--- config.mk ---
export PLATFORM = sky130hd
export DESIGN_NAME = multicycle_ctrl_flat
export DESIGN_NICKNAME = d
export VERILOG_FILES = /design/src/rtl/multicycle_ctrl_if.sv /design/src/rtl/multicycle_ctrl.sv /design/src/flat_wrapper.sv
export SDC_FILE = /design/constraint.sdc
export NUM_CORES = 1
export LEC_CHECK = 0
export CAP_MARGIN = 20
export CORE_MARGIN = 2
export CORE_UTILIZATION = 35
export DETAILED_ROUTE_END_ITERATION = 16
export PLACE_DENSITY = 0.77
export REMOVE_ABC_BUFFERS = 1
export SYNTH_ARGS = -nofsm -noshare
export SYNTH_HDL_FRONTEND = slang
export SYNTH_SLANG_ARGS = --single-unit
--- constraint.sdc ---
create_clock -name clk -period 2.1 [get_ports clk]
set_input_delay 0.42 -clock clk [delete_from_list [all_inputs] [get_ports clk]]
set_output_delay 0.42 -clock clk [all_outputs]
set_load 0.01 [all_outputs]
--- src/rtl/multicycle_ctrl_if.sv ---
// Control bundle between the multi-cycle sequencer and the datapath.
// The master modport is the sequencer side.
interface multicycle_ctrl_if #(
    parameter int CNT_W = 16
) ();
    logic             imem_req;
    logic             imem_ready;
    logic [31:0]      instr;
    logic             EQ;
    logic             IRwrite;
    logic             PCwrite;
    logic             PCsrc;
    logic             RegWrite;
    logic [2:0]       ALUctrl;
    logic             ALUsrc;
    logic             ImmSrc;
    logic             illegal;
    logic [CNT_W-1:0] retired;

    modport master (
        input  imem_ready, instr, EQ,
        output imem_req, IRwrite, PCwrite, PCsrc, RegWrite,
        output ALUctrl, ALUsrc, ImmSrc, illegal, retired
    );

    modport slave (
        output imem_ready, instr, EQ,
        input  imem_req, IRwrite, PCwrite, PCsrc, RegWrite,
        input  ALUctrl, ALUsrc, ImmSrc, illegal, retired
    );
endinterface

--- src/rtl/multicycle_ctrl.sv ---
// Multi-cycle sequencer: fetch, decode OP-IMM / BEQ / BNE, execute,
// write back, and count retired instructions.
module multicycle_ctrl #(
    parameter int CNT_W = 16
) (
    input logic              clk,
    input logic              rst_n,
    multicycle_ctrl_if.master bus
);
    typedef enum logic [2:0] {
        FETCH, DECODE, EXEC_I, WB_I, EXEC_B, ILLEGAL
    } state_t;

    state_t state, nxt;
    logic [CNT_W-1:0] cnt;

    logic [6:0] opcode;
    logic [2:0] funct3;
    logic       op_imm;
    logic       op_br;

    assign opcode = bus.instr[6:0];
    assign funct3 = bus.instr[14:12];
    assign op_imm = (opcode == 7'b0010011);
    assign op_br  = (opcode == 7'b1100011) && (funct3[2:1] == 2'b00);

    logic       req, irw, pcw, pcs, rw, asrc, isrc, ill;
    logic [2:0] actl;

    always_ff @(posedge clk or negedge rst_n) begin
        if (!rst_n) state <= FETCH;
        else        state <= nxt;
    end

    always_comb begin
        nxt  = state;
        req  = 1'b0;
        irw  = 1'b0;
        pcw  = 1'b0;
        pcs  = 1'b0;
        rw   = 1'b0;
        asrc = 1'b0;
        isrc = 1'b0;
        actl = 3'b000;
        ill  = 1'b0;
        unique case (state)
            FETCH: begin
                req = 1'b1;
                if (bus.imem_ready) begin
                    irw = 1'b1;
                    nxt = DECODE;
                end
            end
            DECODE: begin
                unique case (1'b1)
                    op_imm:  nxt = EXEC_I;
                    op_br:   nxt = EXEC_B;
                    default: nxt = ILLEGAL;
                endcase
            end
            EXEC_I: begin
                asrc = 1'b1;
                isrc = 1'b1;
                actl = funct3;
                nxt  = WB_I;
            end
            WB_I: begin
                asrc = 1'b1;
                isrc = 1'b1;
                actl = funct3;
                rw   = 1'b1;
                pcw  = 1'b1;
                nxt  = FETCH;
            end
            EXEC_B: begin
                pcw = 1'b1;
                // funct3[0] distinguishes BNE from BEQ
                pcs = bus.EQ ^ funct3[0];
                nxt = FETCH;
            end
            ILLEGAL: begin
                ill = 1'b1;
                pcw = 1'b1;
                nxt = FETCH;
            end
            default: nxt = FETCH;
        endcase
    end

    always_ff @(posedge clk or negedge rst_n) begin
        if (!rst_n)
            cnt <= '0;
        else if (state == WB_I || state == EXEC_B)
            cnt <= cnt + 1'b1;
    end

    // Reset forces every control output low, FETCH included
    assign bus.imem_req = req  & rst_n;
    assign bus.IRwrite  = irw  & rst_n;
    assign bus.PCwrite  = pcw  & rst_n;
    assign bus.PCsrc    = pcs  & rst_n;
    assign bus.RegWrite = rw   & rst_n;
    assign bus.ALUsrc   = asrc & rst_n;
    assign bus.ImmSrc   = isrc & rst_n;
    assign bus.illegal  = ill  & rst_n;
    assign bus.ALUctrl  = actl & {3{rst_n}};
    assign bus.retired  = cnt;
endmodule
--- src/flat_wrapper.sv ---
// flat-port wrapper written by rule: the top's interface ports become plain ports
module multicycle_ctrl_flat 
#(
    parameter int CNT_W = 16
)
  (clk, rst_n, bus_imem_ready, bus_instr, bus_EQ, bus_imem_req, bus_IRwrite, bus_PCwrite, bus_PCsrc, bus_RegWrite, bus_ALUctrl, bus_ALUsrc, bus_ImmSrc, bus_illegal, bus_retired);
  multicycle_ctrl_if #(.CNT_W(CNT_W)) bus_i ();
  input logic clk;
  input logic rst_n;
  input wire logic [$bits(bus_i.imem_ready)-1:0] bus_imem_ready;
  input wire logic [$bits(bus_i.instr)-1:0] bus_instr;
  input wire logic [$bits(bus_i.EQ)-1:0] bus_EQ;
  output wire logic [$bits(bus_i.imem_req)-1:0] bus_imem_req;
  output wire logic [$bits(bus_i.IRwrite)-1:0] bus_IRwrite;
  output wire logic [$bits(bus_i.PCwrite)-1:0] bus_PCwrite;
  output wire logic [$bits(bus_i.PCsrc)-1:0] bus_PCsrc;
  output wire logic [$bits(bus_i.RegWrite)-1:0] bus_RegWrite;
  output wire logic [$bits(bus_i.ALUctrl)-1:0] bus_ALUctrl;
  output wire logic [$bits(bus_i.ALUsrc)-1:0] bus_ALUsrc;
  output wire logic [$bits(bus_i.ImmSrc)-1:0] bus_ImmSrc;
  output wire logic [$bits(bus_i.illegal)-1:0] bus_illegal;
  output wire logic [$bits(bus_i.retired)-1:0] bus_retired;
  assign bus_i.imem_ready = bus_imem_ready;
  assign bus_i.instr = bus_instr;
  assign bus_i.EQ = bus_EQ;
  assign bus_imem_req = bus_i.imem_req;
  assign bus_IRwrite = bus_i.IRwrite;
  assign bus_PCwrite = bus_i.PCwrite;
  assign bus_PCsrc = bus_i.PCsrc;
  assign bus_RegWrite = bus_i.RegWrite;
  assign bus_ALUctrl = bus_i.ALUctrl;
  assign bus_ALUsrc = bus_i.ALUsrc;
  assign bus_ImmSrc = bus_i.ImmSrc;
  assign bus_illegal = bus_i.illegal;
  assign bus_retired = bus_i.retired;
  multicycle_ctrl #(.CNT_W(CNT_W)) u_core (.clk(clk), .rst_n(rst_n), .bus(bus_i));
endmodule
* Word level (Yosys, flattened, before mapping)
Cells that the tools add are included.
** Word-level totals
- Output and inout bits :: 27
- Memory bits (writable) :: 0
- Bits of input ports :: 36
- Memory bits (read-only) :: 0
- Bits in latches :: 0
- Memories kept :: 0
- Bits in registers :: 19
- Logic and storage cells :: 38
** Cells by class
- Magnitude comparators :: 0
- Equality and inequality tests :: 8
- Shift operators :: 0
- $add $sub $neg :: 1
- Reductions and logical operators :: 6
- Bitwise logic cells :: 9
- Multipliers :: 0
- Divide/modulo/power cells :: 0
- Multiplexer cells :: 12
** Operators with widths (count)
- adder 16 x 1 -> 16 bit (second input constant) :: 1
- one-hot mux 3 bit (3 select lines) :: 1
- two-way mux 1 bit :: 8
- AND 1 bit :: 7
- equality test 7 x 5 -> 1 bit (second input constant) :: 1
- equality test 7 bit (second input constant) :: 1
- equality test 3 x 2 -> 1 bit (second input constant) :: 2
- equality test 3 bit (second input constant) :: 2
- two-way mux 3 bit :: 2
- one-hot mux 3 bit (2 select lines) :: 1
- AND 3 bit :: 1
- equality test 3 x 1 -> 1 bit (second input constant) :: 1
- zero test 3 bit :: 1
- OR reduction 3 bit :: 1
- zero test 2 bit :: 1
- != test 2 bit (second input constant) :: 1
- OR reduction 2 bit :: 1
- logical AND 1 bit :: 1
- logical OR 1 bit :: 1
- XOR 1 bit :: 1

* Longest topological paths before layout
Gate-level depths: netlist of run 1.
- Depth after elaboration :: 4
- Gate-level depth with buffers :: 5
- Depth with buffers taken out :: 5

* Least setup slack after synthesis of run 1
OpenSTA, ideal clock, no wires.
- Path kind :: register to register
- Start :: reg u_core.state[0]
- End :: reg u_core.cnt[14] (netlist: u_core.bus.retired[14])
- Setup time :: 0.079 ns
- Path slack :: 0.433 ns
- Cell stages (with the launch flop) :: 6
- Required time :: 2.021 ns
- Period minus slack after synthesis :: 1.667 ns
- Buffers on the path :: 1
- Arrival time :: 1.588 ns
- Path through :: dfrtp_1 -> clkbuf_1 -> or3b_4 -> a211o_1 -> nor3_2 -> xor2_1
** On the way
- Cells in the longest elaborated chain, start to end :: 2
- Elaborated cells on any way between the ends :: 3
- Classes of those cells :: 2 x eq/ne; 1 x reduce/logical
** RTL lines
- start, declared :: line multicycle_ctrl.sv:14 : state_t state, nxt;
- start signal, assigned :: line multicycle_ctrl.sv:32 : else state <= nxt;
- equality test 3 x 2 -> 1 bit / equality test 3 bit (equally long branches) :: line multicycle_ctrl.sv:93 : else if (state == WB_I || state == EXEC_B)
- logical OR 1 bit (*) :: line multicycle_ctrl.sv:93
- end signal, assigned :: line multicycle_ctrl.sv:94 : cnt <= cnt + 1'b1;
- end, declared :: line multicycle_ctrl.sv:15 : logic [CNT_W-1:0] cnt;
Mark *: on every way between the ends. The rest lies on a longest branch, timed or not.
A chain may end at the register's enable or synchronous reset.

* Worst setup path after layout of run 1
- Start :: reg u_core.state[1]
- End :: out bus_RegWrite
** On the way
- Cells in the longest elaborated chain, start to end :: 3
** RTL lines
- equality test 3 x 2 -> 1 bit :: line multicycle_ctrl.sv:46 : unique case (state)
- two-way mux 1 bit :: line multicycle_ctrl.sv:46
- AND 1 bit :: line multicycle_ctrl.sv:102 : assign bus.RegWrite = rw & rst_n;
- end, declared :: line flat_wrapper.sv:17 : output wire logic [$bits(bus_i.RegWrite)-1:0] bus_RegWrite;
No other way between the ends.

==> results of run 1 <==
[worst register-to-register path: cells and delay by family, from the launching register on]
| kind | cells | cell delay [ns] |
|---|---|---|
| AOI/OAI and AO/OA | 1 | 0.42 |
| DFF | 1 | 0.46 |
| and+or+nand+nor | 2 | 0.60 |
| xor gates and xnor gates | 1 | 0.16 |
| buffers and inverters | 1 | 0.16 |
[cells by family (layout without fill, tap and decap cells)]
| family | Yosys count | after routing | synth area share |
|---|---|---|---|
| compound gates | 12 | 12 | 0.0755 |
| xor+xnor | 16 | 16 | 0.139 |
| fa+ha+maj | 1 | 1 | 0.0124 |
| buf+inv | 4 | 58 | 0.0186 |
| flops | 19 | 19 | 0.470 |
| simple gates | 50 | 50 | 0.285 |
[worst paths after layout]
| kind | from | to | cells after the start |
|---|---|---|---|
| min reg2reg | u_core.bus.retired[15] | u_core.bus.retired[15] | 1 |
| max in group asynchronous | rst_n | u_core.state[1] | 3 |
| max reg2reg | u_core.state[1] | u_core.bus.retired[15] | 5 |
| min | rst_n | u_core.bus.retired[5] | 3 |
| max | u_core.state[1] | bus_RegWrite | 4 |
| min in group clk | u_core.bus.retired[15] | u_core.bus.retired[15] | 1 |
[registers in the layout, summed over array words and instances, names as in the netlist]
register            cells
u_core.state            3
u_core.bus.retired     16
[cells in the final DEF (no fill, tap or decap), types with 2 or more instances in the layout]
cell	Yosys	final
clkdlybuf4s50_1	0	28
dfrtp_1	19	16
buf_4	1	13
dlygate4sd2_1	0	10
nand2_1	9	9
xnor2_1	8	8
xor2_1	8	8
nor2_1	8	7
and2_1	6	6
nand3_1	5	5
o21ai_0	4	4
nand4_1	4	4
a21oi_1	4	4
nand2b_1	3	3
and4_1	3	3
clkbuf_4	0	3
dfrtp_2	0	3
nand3b_1	2	2
nor4_1	2	2
nor3_1	2	2
dlymetal6s2s_1	0	2
[synth_stat cells (2+ instances only)]
| cell | count |
|---|---|
| clkbuf_1 | 2 |
| and3_1 | 2 |
| nand3_1 | 5 |
| nor4_1 | 2 |
| dfrtp_1 | 19 |
| and2_1 | 6 |
| nand3b_1 | 2 |
| nor3_1 | 2 |
| xor2_1 | 8 |
| xnor2_1 | 8 |
| nand2b_1 | 3 |
| a21oi_1 | 4 |
| and4_1 | 3 |
| nor2_1 | 8 |
| nand4_1 | 4 |
| nand2_1 | 9 |
| o21ai_0 | 4 |
[stage by stage]
step	std cells	setup WS, ns	hold WS [ns]	area (um^2)	util
finish	187	0.167	0.323	1560	0.567
global route	187	0.0619	0.318	1560	0.567
CTS	186	0.0407	0.316	1550	0.563
detailed placement	176	-0.358	0.486	1480	0.537
global placement	176	-0.336	0.460	1480	0.537
floorplan	99	0.466	0.124	996	-
[routing by layer]
metal	track usage	vias to the layer above
met1	0.183	464
met5	0	-
met2	0.308	15
li1	-	464
met4	0.0831	0
met3	0.0223	4
[power groups by stage]
stage                     logic (mW)  clock network, mW  registers [mW]
after floorplan                0.198                  0           0.523
final                          0.468              0.191           0.504
after global placement         0.398                  0           0.518
after global routing           0.512              0.213           0.518
after detailed placement       0.404                  0           0.526
after CTS                      0.470              0.197           0.504
[cell type report]
cell class / count / area share
clock buffer: 3 / 0.0144
clock inverter: 1 / 0.00320
inverter: 1 / 0.00240
multi-input combinational: 79 / 0.335
sequential: 19 / 0.306
tap: 31 / 0.0248
timing repair buffer: 53 / 0.314
[timing repair]
item / CTS / global route
buffers inserted: 6 / 1
gates resized for setup: 16 / 2
hold buffers: 0 / 0
setup endpoints to repair: 11 / 2
==> impl_metrics.tcl, run 1 <==
set metrics [dict create \
    max_freq_ghz 0.517 \
    grt_max_degree 14 \
    ant_nets 0 \
    syn_to_final_growth_pct 54.7 \
    cts.clk_slew.worst_paths_ns 0.11 \
    status "complete, no violations" \
    routed.top_layer "met4" \
    num_io_pins 63 \
    synth_top_area_frac 0.470 \
    seq_power_share 0.433 \
    grtUsageTotal 0.166 \
    cts_root_buf "clkbuf_4" \
    die_w_um 57.7 \
    via_per_inst 5.06 \
    synth_edf_count 0 \
    swShare 0.341 \
    clkLatencyLatePin_ns 0.30 \
    setup_viol 0 \
    final-seq-area_um2 479 \
    netlist_area_mm2 0.00101 \
    comb_power_share 0.402 \
    dr_wl_met2_mm 1.38 \
    antenna_found_initial 0 \
    skew_ns 0.00234 \
    hold_class "primary input to async pin" \
    crit_slowest_cell "dfrtp_2" \
    rows 19 \
    cts_buffers 3 \
    nNetsFinal 194 \
    internal_power_mw 0.767 \
    crit_buf_inv 2 \
    regToRegSetupSlack_ns 0.20 \
    num_vias 947 \
    arrival_ns 1.51 \
    syn_area_per_cell_um2 9.91 \
    start_util 0.367 \
    portBuffers 40 \
    overflow 0 \
    post_drt_wl_per_cell_um 13.3 \
    drt_pass1_iterations 4 \
    path_class "flop to output pin" \
    slew_headroom 0.731 \
    die_h_um 57.7 \
    yosys.area.top_type "dfrtp_1" \
    cts.sinks 19 \
    total_power_mw 1.16 \
    grt_pass1_vias 986 \
    synth.distinct_cells 28 \
    worst_pin_slew_ns 0.403 \
    cts_tree "yes" \
    clockBufferDepth 2 \
    cp-start-kind "flop" \
    critPathMaxStageDelay_ns 0.46 \
    p_leak_nw 0.748 \
    path_cells "buf_4 -> and3_4 -> and2_1 -> dlygate4sd2_1" \
    synth_ff_type "dfrtp_1" \
    yosys-top-cells-area "dfrtp_1, xnor2_1, xor2_1, and2_1, nand2_1" \
    htreeDepth 1 \
    core_area_mm2 0.00276 \
    routed-wl-met3_um 52 \
    yosys_warnings 0 \
    p_per_area_mw_per_mm2 744 \
    totalWireLength_mm 2.49 \
    dieArea_mm2 0.00333 \
    fin_crit_sh 0.920 \
    p_sw_mw 0.396 \
    rsz0062_at_grt "no" \
    drt_iter0_drc 30 \
    maxCapViolations 0 \
    power_frac_clock 0.164 \
    multi_input_area_um2 524 \
    path_max_fanout 6 \
    dp_hpwl_mm 1.92 \
    finalSetupTns_ns 0 \
    drt-met1-wl_mm 1.02 \
    grt_pass1_wl_mm 4.27 \
    num_antenna_cells 0 \
    end_kind "output pin" \
    hold_violations 0 \
    post-route-min-period_ns 1.93 \
    fill_cells 250 \
    vdd.ir_drop.worst_mv 0.583 \
    synth-seq-cells 19 \
    maxSlewViolCount 0 \
    drive_gt1_frac 0.167 \
    synth_seq_area_share 0.470 \
    cp.required_ns 1.68 \
    async_flop_share 1.00 \
    path_delay_family "flip-flops" \
    finalWeightedCongestion 0.756 \
    netlist_instances 102 \
    drc_errors 0 \
]
(Power assumes the default switching activity.)
==> inputs of run 2 (changes only) <==
Settings changed: PLACE_DENSITY 0.77 to 0.74.
==> run 2 against run 1 <==
Core utilization fell by 0.68 points. Critical endpoint is now bus_ImmSrc. Clock skew fell by 0.0013 ns. Sequential share of layout area rose by 0.37 points. Largest power group unchanged. Non-clock buffer count fell by 4. Combinational power rose by 2%.
==> impl_metrics.tcl, run 2 (synthesized netlist as in run 1, its figures left out) <==
set metrics [dict create \
    via_per_inst 5.04 \
    cts_root_buf "clkbuf_4" \
    rows 19 \
    start_util 0.367 \
    grt_pass1_vias 959 \
    path_class "flop to output pin" \
    slew_headroom 0.775 \
    drc_errors 0 \
    cp.required_ns 1.68 \
    overflow 0 \
    max_freq_ghz 0.492 \
    design_area_mm2 0.00155 \
    end_kind "output pin" \
    critPathMaxStageDelay_ns 0.53 \
    grtUsageTotal 0.161 \
    p_leak_nw 0.711 \
    num_antenna_cells 0 \
    cts_buffers 3 \
    mostFrequentLayoutCells "clkdlybuf4s50_1, dfrtp_1, nand2_1" \
    drt_pass1_iterations 4 \
    arrival_ns 1.61 \
    drt_iter0_drc 18 \
    ant_nets 0 \
    skew_ns 0.00108 \
    cts_hold_buffers 0 \
    totalWireLength_mm 2.42 \
    path_cells "inv_1 -> and3_4 -> clkdlybuf4s50_1" \
    grt_max_degree 20 \
    portBuffers 40 \
    p_per_area_mw_per_mm2 757 \
    finalNonFillerCells 183 \
    dp.cells 173 \
    cts.clk_slew.worst_paths_ns 0.10 \
    core_area_mm2 0.00276 \
    post_drt_wl_per_cell_um 13.2 \
    maxCapViolations 0 \
    dieArea_mm2 0.00333 \
    drive_gt1_frac 0.132 \
    crit_slowest_cell "clkdlybuf4s50_1" \
    maxSlewViolCount 0 \
    htreeDepth 1 \
    grt_pass1_wl_mm 4.17 \
    status "complete, no violations" \
    cts_tree "yes" \
    final_common_cell "clkdlybuf4s50_1" \
    finalSetupTns_ns 0 \
    clockBufferDepth 2 \
    cp-start-kind "flop" \
    num_io_pins 63 \
    num_vias 922 \
    rsz0062_at_grt "no" \
    setup_viol 0 \
    cts.sinks 19 \
    nNetsFinal 190 \
    die_w_um 57.7 \
    syn_to_final_growth_pct 52.8 \
    worst_pin_slew_ns 0.334 \
    clkLatencyLatePin_ns 0.30 \
    finalWeightedCongestion 0.767 \
    fin_crit_sh 0.967 \
    hold_violations 0 \
    largest_reg_flops 16 \
    dp_hpwl_mm 1.76 \
    post-route-min-period_ns 2.03 \
    hold_class "primary input to async pin" \
    antenna_found_initial 0 \
    vdd.ir_drop.worst_mv 0.536 \
    path_max_fanout 6 \
    dpl_cell_area_mm2 0.00146 \
    die_h_um 57.7 \
]
==> run 2: metal layers <==
layer,track usage,wire [um],part of all wire
met5,0,0,0
met4,0.0598,27,0.011
met3,0.0446,91,0.038
met2,0.287,1310,0.54
met1,0.182,998,0.41
==> run 2: report_power, final <==
part           internal [mW]  leakage (nW)  total, mW  switching (mW)
clock                 0.0741        0.0150      0.187           0.113
sequential             0.429         0.251      0.505          0.0760
combinational          0.266         0.445      0.477           0.211
total                  0.769         0.711       1.17           0.400
==> run 2: what timing repair did <==
| action | in CTS | in global routing |
|---|---|---|
| cloned | 0 | 0 |
| setup endpoints to repair | 11 | 9 |
| setup buffers | 6 | 0 |
| resized for setup | 12 | 5 |
==> run 2: critical path: cells and delay by family, from the launching register on <==
family / cells / cell delay, ns
buffers and inverters: 2 / 0.64
DFF: 1 / 0.44
and+or+nand+nor: 1 / 0.22
==> run 2: layout make-up <==
type | instances | area [um^2]
Multi-Input combinational cell | 79 | 538
Clock buffer | 4 | 26.3
Timing Repair Buffer | 49 | 459
Tap cell | 31 | 38.8
Sequential cell | 19 | 479
Fill cell | 238 | 1210
Inverter | 1 | 3.75
==> run 2: per-stage QoR <==
| step | hold WS, ns | util | power (mW) | setup WS, ns |
|---|---|---|---|---|
| 2_1_floorplan | 0.124 | - | 0.721 | 0.466 |
| 3_3_place_gp | 0.462 | 0.529 | 0.921 | -0.258 |
| 3_5_place_dp | 0.472 | 0.529 | 0.935 | -0.287 |
| 4_1_cts | 0.348 | 0.553 | 1.17 | 0.00778 |
| 5_1_grt | 0.350 | 0.560 | 1.25 | 0.00816 |
| 6_report | 0.350 | 0.560 | 1.17 | 0.0683 |
==> run 2: path summary, 6_finish.rpt <==
check	startpoint	end	slack, ns	cells after the start
setup / recovery	u_core.state[2]	bus_ImmSrc	0.07	3
hold / removal	rst_n	u_core.bus.retired[15]	0.35	2
setup reg to reg	u_core.state[1]	u_core.bus.retired[14]	0.11	6
hold reg to reg	u_core.bus.retired[15]	u_core.bus.retired[15]	0.48	1
max in group asynchronous	rst_n	u_core.state[2]	1.53	2
min in group clk	u_core.bus.retired[15]	u_core.bus.retired[15]	0.48	1
==> inputs of run 3 (changes only) <==
Settings changed: RECOVER_POWER from default to 50.
==> run 3 against run 2 <==
Maximum frequency about the same. Die area unchanged. Sequential share of layout area grew 0.075 points. First-iteration DRC count did not move. Largest power group unchanged.
==> impl_metrics.tcl, run 3 (synthesized netlist as in run 1, its figures left out) <==
set metrics [dict create \
    path_max_fanout 6 \
    cts_hold_buffers 0 \
    grtUsageTotal 0.161 \
    worst_pin_slew_ns 1.00 \
    largest_reg_flops 16 \
    via_per_inst 5.05 \
    drive_gt1_frac 0.125 \
    end_kind "output pin" \
    hold_class "flop to flop" \
    post_drt_wl_per_cell_um 13.2 \
    ant_nets 0 \
    finalSetupTns_ns 0 \
    grt_max_degree 20 \
    rsz0062_at_grt "no" \
    vdd.ir_drop.worst_mv 0.519 \
    fill_cells 239 \
    p_per_area_mw_per_mm2 756 \
    htreeDepth 1 \
    clkLatencyLatePin_ns 0.30 \
    dieArea_mm2 0.00333 \
    regToRegSetupSlack_ns 0.11 \
    skew_ns 0.00211 \
    clockBufferDepth 2 \
    maxSlewViolCount 0 \
    fin_crit_sh 0.968 \
    startpoint "u_core.state[2]" \
    overflow 0 \
    worst_slack_ns 0.0673 \
    totalWireLength_mm 2.42 \
    num_vias 925 \
    cp-endpoint "bus_ImmSrc" \
    drc_errors 0 \
    p_leak_nw 0.723 \
    cts_tree "yes" \
    arrival_ns 1.61 \
    reg2reg_from "u_core.state[1]" \
    rows 19 \
    drt_iter0_drc 18 \
    num_io_pins 63 \
    grt_pass1_vias 959 \
    mostFrequentLayoutCells "clkdlybuf4s50_1, dfrtp_1, nand2_1" \
    syn_to_final_growth_pct 52.5 \
    finalWeightedCongestion 0.767 \
    dp_slack_ns -0.287 \
    cts.clk_slew.worst_paths_ns 0.11 \
    slew_headroom 0.333 \
    post-route-min-period_ns 2.03 \
    cp-start-kind "flop" \
    final_common_cell "clkdlybuf4s50_1" \
    drt_pass1_iterations 4 \
    dp.cells 173 \
    grt_pass1_wl_mm 4.17 \
    cp.required_ns 1.68 \
    die_h_um 57.7 \
    rr_worst_depth 6 \
    status "complete, no violations" \
    maxCapViolations 0 \
    num_antenna_cells 0 \
    nNetsFinal 190 \
    die_w_um 57.7 \
    hold_violations 0 \
    antenna_found_initial 0 \
    cts_buffers 3 \
    path_class "flop to output pin" \
    start_util 0.367 \
    max_freq_ghz 0.492 \
    regToRegEndpoint "u_core.bus.retired[14]" \
    finalNonFillerCells 183 \
    dp_hpwl_mm 1.76 \
    core_area_mm2 0.00276 \
    setup_viol 0 \
    cts.sinks 19 \
    portBuffers 40 \
    cts_root_buf "clkbuf_4" \
]
-- run 3: changes by cell type in the layout (fill, tap and decap cells not counted) --
cell / previous run / this run
clkdlybuf4s50_1: 30 / 24
dlygate4sd3_1: 0 / 6
buf_4: 8 / 7
clkbuf_1: 1 / 2
-- run 3: repair_timing --
action                     CTS  global route
setup endpoints to repair   11             9
setup buffers                6             0
gates resized for setup     12             5
-- run 3: layout make-up --
type                       count  area [um^2]  share of cell area
multi-input combinational     79          538               0.349
clock buffer                   4         26.3              0.0170
tap                           31         38.8              0.0252
timing repair buffer          49          455               0.295
sequential                    19          479               0.311
inverter                       1         3.75             0.00244
-- run 3: worst min-delay path by stage --
stage,startpoint,end,slack (ns),cells after the start
2_1_floorplan,rst_n,u_core.bus.retired[0],0.12,0
3_3_place_gp,u_core.bus.retired[15],u_core.bus.retired[15],0.46,1
3_5_place_dp,u_core.bus.retired[15],u_core.bus.retired[15],0.47,1
4_1_cts,rst_n,u_core.bus.retired[12],0.35,2
5_1_grt,u_core.bus.retired[15],u_core.bus.retired[15],0.51,1
6_report,u_core.bus.retired[15],u_core.bus.retired[15],0.48,1
-- run 3: critical path, cell delays in order, from the launching register on --
cell and delay, ns:
dfrtp_2 0.44, inv_1 0.11, and3_4 0.22, clkdlybuf4s50_1 0.53
-- run 3: metal layers --
| metal | up-vias | track usage | share of wire |
|---|---|---|---|
| met5 | - | 0 | 0 |
| met4 | 0 | 0.0598 | 0.011 |
| met3 | 4 | 0.0446 | 0.038 |
| met2 | 24 | 0.287 | 0.54 |
| met1 | 441 | 0.182 | 0.41 |
| li1 | 456 | - | - |
-- run 3: per-stage QoR --
stage,cell area [um^2],utilization,hold slack [ns],power [mW]
3_5_place_dp,1460,0.529,0.472,0.935
3_3_place_gp,1460,0.529,0.462,0.921
2_1_floorplan,996,-,0.124,0.721
5_1_grt,1540,0.559,0.513,1.24
4_1_cts,1520,0.553,0.348,1.17
6_report,1540,0.559,0.483,1.17
-- run 3: power breakdown --
part           internal (mW)  leakage [nW]  switching, mW
clock network         0.0741        0.0150          0.114
registers              0.429         0.251         0.0759
logic                  0.261         0.457          0.211
total                  0.764         0.723          0.401
